File: src/rtl/serial_addsub.sv
// Digit-serial WIDTH-bit adder/subtractor: DIGIT bits per clock, LSB first,
// with a registered carry between digits and a one-cycle done pulse.
module serial_addsub #(
    parameter int WIDTH = 16,
    parameter int DIGIT = 4
) (
    input  logic             clk,
    input  logic             rst_n,
    input  logic             start,
    input  logic             sub,
    input  logic [WIDTH-1:0] X,
    input  logic [WIDTH-1:0] Y,
    input  logic             Cin,
    output logic             busy,
    output logic             done,
    output logic [WIDTH-1:0] S,
    output logic             Cout,
    output logic             Ovf
);

    localparam int N  = WIDTH / DIGIT;
    localparam int CW = (N > 1) ? $clog2(N) : 1;

    typedef enum logic [1:0] {ST_IDLE, ST_RUN, ST_DONE} state_t;

    state_t           r_state;
    state_t           w_state_next;

    logic [WIDTH-1:0] r_a;
    logic [WIDTH-1:0] r_b;
    logic [WIDTH-1:0] r_s;
    logic             r_carry;
    logic             r_cout;
    logic             r_ovf;
    logic [CW-1:0]    r_cnt;

    logic             w_accept;
    logic             w_last;
    logic [DIGIT:0]   w_sum;
    logic [DIGIT-1:0] w_d;
    logic             w_c;
    logic             w_c_msb_in;
    logic [WIDTH-1:0] w_a_shr;
    logic [WIDTH-1:0] w_b_shr;
    logic [WIDTH-1:0] w_s_ins;

    assign w_accept   = start && (r_state != ST_RUN);
    assign w_last     = (r_cnt == CW'(N - 1));
    assign w_sum      = {1'b0, r_a[DIGIT-1:0]} + {1'b0, r_b[DIGIT-1:0]}
                      + {{DIGIT{1'b0}}, r_carry};
    assign w_d        = w_sum[DIGIT-1:0];
    assign w_c        = w_sum[DIGIT];
    // Carry into the top bit of the digit, recovered from that bit's sum.
    assign w_c_msb_in = r_a[DIGIT-1] ^ r_b[DIGIT-1] ^ w_d[DIGIT-1];

    generate
        if (N == 1) begin : g_single
            assign w_a_shr = '0;
            assign w_b_shr = '0;
            assign w_s_ins = w_d;
        end else begin : g_multi
            assign w_a_shr = {{DIGIT{1'b0}}, r_a[WIDTH-1:DIGIT]};
            assign w_b_shr = {{DIGIT{1'b0}}, r_b[WIDTH-1:DIGIT]};
            // Digits enter at the top; after N shifts digit 0 sits at bit 0.
            assign w_s_ins = {w_d, r_s[WIDTH-1:DIGIT]};
        end
    endgenerate

    always_ff @(posedge clk) begin
        if (!rst_n) begin
            r_state <= ST_IDLE;
        end else begin
            r_state <= w_state_next;
        end
    end

    always_comb begin
        w_state_next = r_state;
        case (r_state)
            ST_IDLE, ST_DONE: w_state_next = start ? ST_RUN : ST_IDLE;
            ST_RUN:           w_state_next = w_last ? ST_DONE : ST_RUN;
            default:          w_state_next = ST_IDLE;
        endcase
    end

    always_comb begin
        busy = (r_state == ST_RUN);
        done = (r_state == ST_DONE);
        S    = r_s;
        Cout = r_cout;
        Ovf  = r_ovf;
    end

    always_ff @(posedge clk) begin
        if (!rst_n) begin
            r_a     <= '0;
            r_b     <= '0;
            r_s     <= '0;
            r_carry <= 1'b0;
            r_cout  <= 1'b0;
            r_ovf   <= 1'b0;
            r_cnt   <= '0;
        end else if (w_accept) begin
            r_a     <= X;
            r_b     <= sub ? ~Y : Y;
            r_carry <= sub ? 1'b1 : Cin;
            r_s     <= '0;
            r_cout  <= 1'b0;
            r_ovf   <= 1'b0;
            r_cnt   <= '0;
        end else if (r_state == ST_RUN) begin
            r_a     <= w_a_shr;
            r_b     <= w_b_shr;
            r_s     <= w_s_ins;
            r_carry <= w_c;
            r_cnt   <= r_cnt + 1'b1;
            if (w_last) begin
                r_cout <= w_c;
                r_ovf  <= w_c ^ w_c_msb_in;
            end
        end
    end

endmodule
File: config.mk
export PLATFORM = sky130hd
export DESIGN_NAME = serial_addsub
export DESIGN_NICKNAME = d
export VERILOG_FILES = /design/src/rtl/serial_addsub.sv
export SDC_FILE = /design/constraint.sdc
export NUM_CORES = 1
export LEC_CHECK = 0
export ABC_CLOCK_PERIOD_IN_PS = 2000
export BUFFER_PORTS_ARGS = -buffer_cell sky130_fd_sc_hd__buf_2
export CELL_PAD_IN_SITES_DETAIL_PLACEMENT = 0
export CELL_PAD_IN_SITES_GLOBAL_PLACEMENT = 2
export CORE_MARGIN = 4
export CORE_UTILIZATION = 29
export CTS_CLUSTER_SIZE = 28
export DETAILED_ROUTE_END_ITERATION = 12
export MAX_ROUTING_LAYER = met4
export PLACE_DENSITY_LB_ADDON = 0.2
export SYNTH_ARGS = -nofsm -noshare
export SYNTH_HDL_FRONTEND = slang
export SYNTH_SLANG_ARGS = --single-unit
File: constraint.sdc
create_clock -name clk -period 2 [get_ports clk]
set_input_delay 0.5 -clock clk [delete_from_list [all_inputs] [get_ports clk]]
set_output_delay 0.5 -clock clk [all_outputs]
set_load 0.03 [all_outputs]
* After elaboration in Yosys (flattened, before gate mapping) *
Cells that the tools add are included.

word-level totals
  bits of input ports = 37
  output and inout port bits = 20
  logic and storage cells = 37
  register bits after elaboration = 55

operators by class
  reduce and logical (&&, ||, !) cells = 6
  bitwise operators = 5
  muxes and demuxes = 11
  $add $sub $neg = 3
  equal/unequal tests = 4

operators by type and width
  kind                 number
  $mux 16              5
  $not 16->16          1
  $add 4x4->5          1
  $add 5x1->5          1
  $eq 2x2->1 const B   2
  $mux 1               4
  $pmux 2 s2           1
  $reduce_or 2->1      2
  $xor 1x1->1          3
  $add 2x1->2 const B  1
  $eq 2x1->1 const B   1
  $logic_not 2->1      1
  $mux 2               1
  $ne 2x1->1 const B   1
  $reduce_and 2->1     1
  $reduce_bool 2->1    1
  $logic_and 1x1->1    1
  $not 1->1            1

* Logic depth before layout (Yosys ltp) *
Gate-level depths: netlist of the first run.

  depth in word-level cells = 4
  gate-level depth with buffers = 7
  mapped depth without buffers = 7

* Worst setup path after synthesis of the first run *
OpenSTA, ideal clock, no wires.

  kind = register -> register
  start point = register r_a[0]
  end point = register r_ovf (netlist: Ovf)
  path buffers = 0
  library setup time = 0.088 ns
  cell stages (with the launch flop) = 8
  setup slack = 0.081 ns
  clock period less this slack = 1.919 ns
  data required time = 1.912 ns
  data arrival time = 1.831 ns
  cells stage by stage = dfxtp_1 -> inv_1 -> fa_1 -> fa_1 -> nand2b_1 -> a21oi_2 -> xnor2_1 -> a311oi_2

on the way
  cells in the longest elaborated chain, start to end = 4

RTL lines
  what                      line  source
  start: declaration        29    logic [WIDTH-1:0] r_a;
  start signal: assignment  112   r_a <= w_a_shr;
  $add 4x4->5 *             49    assign w_sum = {1'b0, r_a[DIGIT-1:0]} + {1'b0, r_b[DIGIT-1:0]}
  $add 5x1->5 *             50    + {{DIGIT{1'b0}}, r_carry};
  $xor 1x1->1               54    assign w_c_msb_in = r_a[DIGIT-1] ^ r_b[DIGIT-1] ^ w_d[DIGIT-1];
  $xor 1x1->1 *             119   r_ovf <= w_c ^ w_c_msb_in;
  end signal: assignment    119
  end: declaration          34    logic r_ovf;

Mark *: on every way between the ends. The rest lies on a longest branch, timed or not.
A chain may end at the register's enable or synchronous reset.

* Worst setup path in the final report of the first run *
Same ends and word-level chain as after synthesis.

==> results.sh, run 1 <==
export IMPL_post_route_drc_count=0
export IMPL_p_int_mw=1.67
export IMPL_hold_viol=0
export IMPL_rrSetupSlack_ns=0.1
export IMPL_clockBufferDepth=2
export IMPL_grt_ovfl_total=0
export IMPL_power_leakage_nw=1.35
export IMPL_first_pass_iters=4
export IMPL_min_period_ns=1.90
export IMPL_final_nets=375
export IMPL_max_slew_worst_pin_slew_ns=0.461
export IMPL_hold_buffers=0
export IMPL_ys_seq_elements=55
export IMPL_routed_wl_um=5680
export IMPL_syn_inst=285
export IMPL_coreArea_mm2=0.00876
export IMPL_dieArea_mm2=0.0106
export IMPL_cts_clk_slew_worst_paths_ns=0.10
export IMPL_io_buffer_count=56
export IMPL_area_growth_pct=16.5
export IMPL_fmax_ghz=0.526
export IMPL_p_seq_frac=0.520
export IMPL_grt_max_degree=52
export IMPL_cp_max_fo=2
export IMPL_row_count=34
export IMPL_yosysSeqAreaShare=0.420
export IMPL_crit_arrival_ns=2.13
export IMPL_htreeDepth=2
export IMPL_clk_latency_ns=0.31
export IMPL_clock_skew_ns=0.00692
export IMPL_track_usage=0.113
export IMPL_power_mw=2.30
export IMPL_setup_violations=0
export IMPL_postCtsSetupBuffers=0
export IMPL_start_kind="flop"
export IMPL_drt_vias_per_instance=4.51
export IMPL_wl_per_cell_um=12.9
export IMPL_final_common_cell="buf_2"
export IMPL_die_w_um=103
export IMPL_drtIter0Drc=64
export IMPL_async_flop_share=0
export IMPL_cp_required_ns=2.23
export IMPL_maxCapViolCount=0
export IMPL_p_comb_frac=0.185
export IMPL_first_global_vias=1902
export IMPL_ios=57
export IMPL_syn_area_mm2=0.00262
export IMPL_syn_mean_instance_area_um2=9.19
export IMPL_synth_warnings=0
export IMPL_max_slew_margin=0.693
export IMPL_swShare=0.277
export IMPL_cts_num_sinks=55
export IMPL_cts_root_buf="clkbuf_8"
export IMPL_worst_setup_path_type="reg -> reg"
export IMPL_power_density_mw_per_mm2=755
export IMPL_final_layout_size_suffix_gt1_frac=0.258
export IMPL_initial_utilization=0.299
export IMPL_synth_flop_cell="dfxtp_1"
export IMPL_detail_route_antenna_nets=0
export IMPL_pwr_share_clk=0.294
export IMPL_drv_slew=0
export IMPL_hp_class="in -> reg"
export IMPL_die_y_um=103
export IMPL_cts_made_buffers=5
export IMPL_peakVddDrop_mv=0.250
export IMPL_dr_total_vias=1991
export IMPL_synthesis_nets=328
export IMPL_cts_tree="built"
export IMPL_grt_antenna_before_repair=0
export IMPL_end_kind="flop"
export IMPL_ys_types=32
export IMPL_outcome="complete, no violations"
export IMPL_n_antenna_cell=0
export IMPL_p_sw_mw=0.638
export IMPL_final_cell_mix="buf_2 (56), dfxtp_1 (55), nand2_1 (45)"
export IMPL_gp_congestion=0.727
export IMPL_synth_edf_count=0
export IMPL_fin_hold_ws_ns=0.426
export IMPL_hpwl_um=3880
export IMPL_grt_first_pass_wirelength_um=9170
export IMPL_post_route_period_util=0.951
## stage by stage
stage	utilization	worst slack, ns	cells	area (um2)	setup TNS (ns)
after CTS	0.346	0.0204	441	3030	0
after detailed placement	0.334	-0.00840	433	2930	-0.00840
final	0.348	0.0977	441	3050	0
after floorplan	-	0.0811	285	2620	0
after global placement	0.334	0.0505	433	2930	0
after global routing	0.348	-0.00821	441	3050	-0.00821
## final cells by class
type / instances / area [um2]
Tap cell: 108 / 135
Timing Repair Buffer: 63 / 345
Sequential cell: 55 / 1100
Multi-Input combinational cell: 200 / 1340
Fill cell: 951 / 5710
Inverter: 7 / 31.3
Clock buffer: 8 / 100
## cell usage after synthesis, drive strengths merged, types with 4 or more instances
cell type | n | area share
buf | 17 | 0.057
nor2 | 26 | 0.037
dfxtp | 55 | 0.42
ha | 4 | 0.019
nand2 | 45 | 0.064
a211oi | 18 | 0.065
nor2b | 13 | 0.031
clkbuf | 6 | 0.0086
mux2i | 14 | 0.054
xnor2 | 19 | 0.064
o211a | 12 | 0.046
a21oi | 30 | 0.060
inv | 7 | 0.012
## worst paths after layout
path / endpoint / from / cells past startpoint
max: Ovf / r_a[0] / 7
min: r_a[13] / X[13] / 3
max reg2reg: Ovf / r_a[0] / 7
min reg2reg: S[3] / S[3] / 2
## per-layer routing
layer / GRT usage / share of wire / vias up
met1: 0.145 / 0.48 / 880
met2: 0.177 / 0.46 / 49
li1: - / - / 1056
met4: 0.0329 / 0.012 / 0
met5: - / 0 / -
met3: 0.0264 / 0.056 / 6
## critical path, stage by stage, from the launching register on
cell	delay, ns
dfxtp_1	0.32
inv_1	0.07
fa_2	0.41
fa_2	0.36
nand2b_4	0.17
a21oi_4	0.17
xnor2_1	0.09
a311oi_2	0.25
## power groups by stage
| stage | sequential (mW) | clock [mW] | combinational (mW) |
|---|---|---|---|
| floorplan | 1.23 | 0 | 0.326 |
| global placement | 1.22 | 0 | 0.422 |
| detailed placement | 1.23 | 0 | 0.426 |
| CTS | 1.20 | 0.712 | 0.430 |
| global route | 1.21 | 0.744 | 0.482 |
| finish | 1.20 | 0.678 | 0.427 |
## kinds of logic (layout without fill, tap and decap cells)
| family | after synthesis | in the layout | share of synthesized area |
|---|---|---|---|
| xor+xnor | 19 | 19 | 0.0635 |
| fa+ha+maj | 6 | 6 | 0.0344 |
| mux | 14 | 14 | 0.0535 |
| compound gates | 68 | 68 | 0.195 |
| flops | 55 | 55 | 0.420 |
| simple gates | 93 | 93 | 0.156 |
| buf+inv | 30 | 78 | 0.0774 |
## registers in the layout (all words and copies together), names as in the netlist
| name | cells |
|---|---|
| r_state | 2 |
| r_a | 16 |
| r_carry | 1 |
| Ovf | 1 |
| S | 16 |
| r_cnt | 2 |
| Cout | 1 |
| r_b | 16 |
## timing repair
| action | CTS | global route |
|---|---|---|
| gates resized for setup | 1 | 3 |
| setup endpoints to repair | 1 | 3 |
| pin swaps | 0 | 1 |
Power figures use the tool's default switching activity.
==> run 2: changes to the inputs <==
--- a/config.mk
+++ b/config.mk
@@ -5,12 +5,13 @@
 export SDC_FILE = /design/constraint.sdc
 export NUM_CORES = 1
 export LEC_CHECK = 0
+export ABC_AREA = 1
 export ABC_CLOCK_PERIOD_IN_PS = 2000
 export BUFFER_PORTS_ARGS = -buffer_cell sky130_fd_sc_hd__buf_2
 export CELL_PAD_IN_SITES_DETAIL_PLACEMENT = 0
 export CELL_PAD_IN_SITES_GLOBAL_PLACEMENT = 2
 export CORE_MARGIN = 4
-export CORE_UTILIZATION = 29
+export CORE_UTILIZATION = 26
 export CTS_CLUSTER_SIZE = 28
 export DETAILED_ROUTE_END_ITERATION = 12
 export MAX_ROUTING_LAYER = met4
==> run 2 against run 1 <==
Compared with the run above: setup slack better by 0.11 ns; register-to-register slack better by 0.11 ns; fmax is 5.9% higher; combinational power is 15% lower; global-route usage is 0.49 points higher; flip-flop and latch count stayed put.
==> results.sh, run 2 <==
export IMPL_syn_inst=379
export IMPL_timing_critical_path_buf_inv=3
export IMPL_cts_clk_slew_worst_paths_ns=0.11
export IMPL_io_buffer_count=56
export IMPL_first_pass_iters=4
export IMPL_final_common_cell="nand2_1"
export IMPL_ys_seq_elements=55
export IMPL_ios=57
export IMPL_area_growth_pct=17.8
export IMPL_setup_violations=0
export IMPL_hp_class="in -> reg"
export IMPL_worst_setup_path_type="reg -> reg"
export IMPL_grt_ovfl_total=0
export IMPL_syn_mean_instance_area_um2=6.96
export IMPL_grt_max_degree=43
export IMPL_row_count=36
export IMPL_peakVddDrop_mv=0.323
export IMPL_fmax_ghz=0.557
export IMPL_first_global_vias=2264
export IMPL_max_slew_margin=0.680
export IMPL_place_ws_ns=0.0803
export IMPL_synth_edf_count=0
export IMPL_drt_vias_per_instance=4.16
export IMPL_synthesis_nets=422
export IMPL_final_layout_size_suffix_gt1_frac=0.189
export IMPL_die_w_um=109
export IMPL_cpPeakStageDelay_ns=0.42
export IMPL_cts_num_sinks=55
export IMPL_synth_cells_most_frequent="nand2_1 (142), dfxtp_1 (55), nor2_1 (48)"
export IMPL_dieArea_mm2=0.0118
export IMPL_hold_buffers=0
export IMPL_cts_root_buf="clkbuf_8"
export IMPL_crit_path_cell_trace="inv_1 > fa_2 > fa_2 > inv_1 > nand2_1 > nand2_1 > nand2_1 > nand2_1 > nand3_1 > nand2_1 > inv_1"
export IMPL_synthTopCellsByArea="dfxtp_1 (42%), nand2_1 (20%), nor2_1 (6.8%)"
export IMPL_crit_family="adder cells"
export IMPL_power_leakage_nw=1.48
export IMPL_tns_ns=0
export IMPL_detail_route_antenna_nets=0
export IMPL_yosys_area_top_type="dfxtp_1"
export IMPL_cts_made_buffers=5
export IMPL_clockBufferDepth=2
export IMPL_rsz0062_at_grt="false"
export IMPL_clock_skew_ns=0.0130
export IMPL_yosysSeqAreaShare=0.418
export IMPL_syn_area_mm2=0.00264
export IMPL_power_density_mw_per_mm2=708
export IMPL_die_y_um=109
export IMPL_start_kind="flop"
export IMPL_track_usage=0.118
export IMPL_crit_path_frequent_cell="nand2_1"
export IMPL_async_flop_share=0
export IMPL_drv_slew=0
export IMPL_post_route_drc_count=0
export IMPL_initial_utilization=0.268
export IMPL_yosysMostFrequentCell="nand2_1"
export IMPL_maxCapViolCount=0
export IMPL_clk_latency_ns=0.31
export IMPL_min_period_ns=1.80
export IMPL_worst_slack_ns=0.204
export IMPL_cp_max_fo=3
export IMPL_htreeDepth=2
export IMPL_outcome="complete, no violations"
export IMPL_ys_types=23
export IMPL_crit_arrival_ns=2.01
export IMPL_slowest_stage="fa_2"
export IMPL_synth_warnings=0
export IMPL_wl_per_cell_um=11.4
export IMPL_gp_congestion=0.718
export IMPL_end_kind="flop"
export IMPL_max_slew_worst_pin_slew_ns=0.480
export IMPL_post_route_period_util=0.898
export IMPL_grt_first_pass_wirelength_um=10800
export IMPL_synth_flop_cell="dfxtp_1"
export IMPL_hold_viol=0
export IMPL_grt_antenna_before_repair=0
export IMPL_cp_required_ns=2.21
export IMPL_dr_total_vias=2338
export IMPL_final_cell_mix="nand2_1 (142), buf_2 (56), dfxtp_1 (55)"
export IMPL_routed_wl_um=6420
export IMPL_synth_top_cell_area_share=0.418
export IMPL_final_nets=471
export IMPL_coreArea_mm2=0.00982
export IMPL_cts_tree="built"
export IMPL_n_antenna_cell=0
export IMPL_drtIter0Drc=80
export IMPL_hpwl_um=4530
[run 2: repair_timing]
| item | in CTS | in global routing |
|---|---|---|
| setup buffers | 0 | 0 |
| endpoints found under the hold margin | 0 | 0 |
| gates resized for setup | 0 | 2 |
| setup endpoints to repair | 0 | 2 |
[run 2: cell families (layout without fill, tap and decap cells)]
kind of cell,count (synthesis),count (layout),share of synthesized area
buffers and inverters,52,102,0.0973
xor gates and xnor gates,18,18,0.0598
and+or+nand+nor,214,214,0.326
adders and majority gates,6,6,0.0342
AOI/OAI and AO/OA,34,34,0.0655
DFF,55,55,0.418
[run 2: layout make-up]
type | count | area [um2]
tap | 133 | 166
fill | 1150 | 6720
inverter | 33 | 126
multi-input combinational | 272 | 1280
timing repair buffer | 61 | 330
clock buffer | 5 | 68.8
clock inverter | 3 | 27.5
sequential | 55 | 1100
[run 2: worst paths after layout]
check,startpoint,endpoint,slack [ns],cells after the start
setup / recovery,r_a[0],Ovf,0.20,11
hold / removal,X[12],r_a[12],0.43,3
setup reg to reg,r_a[0],Ovf,0.20,11
hold reg to reg,S[2],S[2],0.46,2
[run 2: power breakdown]
part / total, mW / internal [mW] / switching (mW)
registers: 1.18 / 1.15 / 0.0311
logic: 0.365 / 0.139 / 0.226
clock network: 0.654 / 0.258 / 0.396
[run 2: through the flow]
stage	instance area, um2	hold slack, ns	std cells	utilization	power (mW)
4_1_cts	3100	0.415	562	0.316	2.25
5_1_grt	3100	0.426	562	0.316	2.34
2_1_floorplan	2640	0.439	379	-	1.47
6_report	3100	0.427	562	0.316	2.20
3_3_place_gp	3000	0.447	554	0.306	1.58
3_5_place_dp	3000	0.449	554	0.306	1.58
[run 2: worst min-delay path, cell delays in order]
cell	delay [ns]
buf_2	0.09
nand2_1	0.05
a21oi_1	0.05
[run 2: layer usage]
metal  wire (um)  up-vias  global-route usage
met5           0        -                   -
met2        2940       41               0.190
met3         277        4              0.0237
met4          55        0              0.0271
li1            -     1250                   -
met1        3150     1043               0.153
==> run 3: changes to the inputs <==
--- a/config.mk
+++ b/config.mk
@@ -10,6 +10,7 @@
 export BUFFER_PORTS_ARGS = -buffer_cell sky130_fd_sc_hd__buf_2
 export CELL_PAD_IN_SITES_DETAIL_PLACEMENT = 0
 export CELL_PAD_IN_SITES_GLOBAL_PLACEMENT = 2
+export CORE_ASPECT_RATIO = 1.75
 export CORE_MARGIN = 4
 export CORE_UTILIZATION = 26
 export CTS_CLUSTER_SIZE = 28
==> run 3 against run 2 <==
Compared with the run above: power grew 9.0%; critical path depth did not move; fmax fell by 0.96%; non-clock buffer count fell by 2; global-route usage grew 0.36 points; design area grew 0.12%; clock skew decreased by 0.0047 ns; combinational power is 3% lower; worst hold slack improved by 0.022 ns; clock power rose by 32%; first-iteration DRC count rose by 10%; sequential power about the same; critical endpoint unchanged.
==> results.sh, run 3 (synthesis results as in run 2) <==
export IMPL_cts_num_sinks=55
export IMPL_maxCapViolCount=0
export IMPL_cpPeakStageDelay_ns=0.42
export IMPL_setup_violations=0
export IMPL_grt_ovfl_total=0
export IMPL_peakVddDrop_mv=0.358
export IMPL_crit_start="r_a[0]"
export IMPL_dieArea_mm2=0.0119
export IMPL_final_nets=469
export IMPL_utilization=0.314
export IMPL_first_pass_iters=4
export IMPL_max_slew_margin=0.457
export IMPL_crit_family="adder cells"
export IMPL_hpwl_um=4740
export IMPL_p_comb_frac=0.148
export IMPL_wl_per_cell_um=12.0
export IMPL_cp_max_fo=3
export IMPL_drv_slew=0
export IMPL_slowest_stage="fa_2"
export IMPL_drtIter0Drc=88
export IMPL_crit_path_cell_trace="inv_1 > fa_2 > fa_2 > inv_1 > nand2_1 > nand2_1 > nand2_1 > nand2_1 > nand3_1 > nand2_1 > inv_1"
export IMPL_power_density_mw_per_mm2=771
export IMPL_die_y_um=141
export IMPL_grt_first_pass_wirelength_um=11200
export IMPL_fill_cells=1140
export IMPL_cp_required_ns=2.19
export IMPL_clockBufferDepth=2
export IMPL_crit_arrival_ns=2.01
export IMPL_rsz0062_at_grt="false"
export IMPL_area_growth_pct=17.9
export IMPL_start_kind="flop"
export IMPL_max_slew_worst_pin_slew_ns=0.814
export IMPL_clk_latency_ns=0.30
export IMPL_r2r_start="r_a[0]"
export IMPL_cts_root_buf="clkbuf_16"
export IMPL_p_sw_mw=0.652
export IMPL_outcome="complete, no violations"
export IMPL_p_int_mw=1.74
export IMPL_grt_max_degree=32
export IMPL_dpl_instance_area_mm2=0.00297
export IMPL_crit_path_frequent_cell="nand2_1"
export IMPL_fin_area_mm2=0.00311
export IMPL_p_seq_frac=0.492
export IMPL_gp_congestion=0.711
export IMPL_final_common_cell="nand2_1"
export IMPL_cts_tree="built"
export IMPL_final_cell_mix="nand2_1 (142), buf_2 (56), dfxtp_1 (55)"
export IMPL_row_count=48
export IMPL_die_w_um=84.1
export IMPL_detail_route_antenna_nets=0
export IMPL_end_kind="flop"
export IMPL_cts_clk_slew_worst_paths_ns=0.07
export IMPL_post_route_drc_count=0
export IMPL_tns_ns=0
export IMPL_coreArea_mm2=0.00991
export IMPL_cts_made_buffers=5
export IMPL_pwr_share_clk=0.359
export IMPL_first_global_vias=2287
export IMPL_clock_skew_ns=0.00831
export IMPL_htreeDepth=2
export IMPL_n_antenna_cell=0
export IMPL_routed_wl_um=6600
export IMPL_dr_total_vias=2329
export IMPL_ios=57
export IMPL_swShare=0.272
export IMPL_hp_start="X[14]"
export IMPL_fmax_ghz=0.552
export IMPL_min_period_ns=1.81
export IMPL_hp_class="in -> reg"
export IMPL_worst_setup_path_type="reg -> reg"
export IMPL_hold_viol=0
export IMPL_io_buffer_count=56
export IMPL_track_usage=0.121
export IMPL_final_layout_size_suffix_gt1_frac=0.180
export IMPL_grt_antenna_before_repair=0
export IMPL_drt_vias_per_instance=4.22
export IMPL_timing_critical_path_buf_inv=3
export IMPL_post_route_period_util=0.907
export IMPL_initial_utilization=0.266
export IMPL_power_mw=2.40
export IMPL_power_leakage_nw=1.49
export IMPL_postCtsSetupBuffers=0
## run 3: cell count changes in the layout (fill, tap and decap cells not counted), sizes merged
cell	delta
clkinvlp	-1
clkbuf	+2
inv	-1
buf	-2
## run 3: timing repair
| item | CTS | global route |
|---|---|---|
| gates resized for setup | 0 | 2 |
| hold buffers | 0 | 0 |
| setup endpoints to repair | 0 | 2 |
## run 3: metrics by stage
stage	setup WS [ns]	cells	hold WS (ns)
global placement	0.0997	544	0.447
detailed placement	0.0607	544	0.452
floorplan	0.229	379	0.439
global route	0.0549	552	0.454
CTS	0.0384	552	0.438
finish	0.187	552	0.449
## run 3: layout make-up
class                      count  area (um2)  area share
clock buffer                   7         133      0.0427
clock inverter                 1        5.00     0.00161
inverter                      33         126      0.0407
multi-input combinational    272        1280       0.413
sequential                    55        1100       0.354
tap                          125         156      0.0503
timing repair buffer          59         303      0.0974
## run 3: power by group through the flow
| stage | clock [mW] | combinational, mW | sequential [mW] |
|---|---|---|---|
| after floorplan | 0 | 0.266 | 1.21 |
| final | 0.861 | 0.355 | 1.18 |
| after detailed placement | 0 | 0.366 | 1.21 |
| after CTS | 0.913 | 0.367 | 1.18 |
| after global routing | 0.953 | 0.413 | 1.19 |
| after global placement | 0 | 0.366 | 1.20 |
## run 3: routing by layer
layer | vias to the layer above | track usage | wire length, um | share of wire
met1 | 1038 | 0.132 | 2670 | 0.40
met3 | 5 | 0.0205 | 310 | 0.047
met2 | 49 | 0.218 | 3510 | 0.53
li1 | 1237 | - | - | -
met5 | - | - | 0 | 0
met4 | 0 | 0.0458 | 114 | 0.017
## run 3: path summary, 6_finish.rpt
kind	slack, ns	cells past startpoint	endpoint
max	0.19	11	Ovf
min	0.45	3	r_a[14]
max reg2reg	0.19	11	Ovf
min reg2reg	0.46	2	S[3]
## run 3: worst min-delay path, delay by kind of cell
family | cells | cell delay (ns)
AO/OA/AOI/OAI | 1 | 0.05
buffers and inverters | 1 | 0.10
AND/OR/NAND/NOR | 1 | 0.05
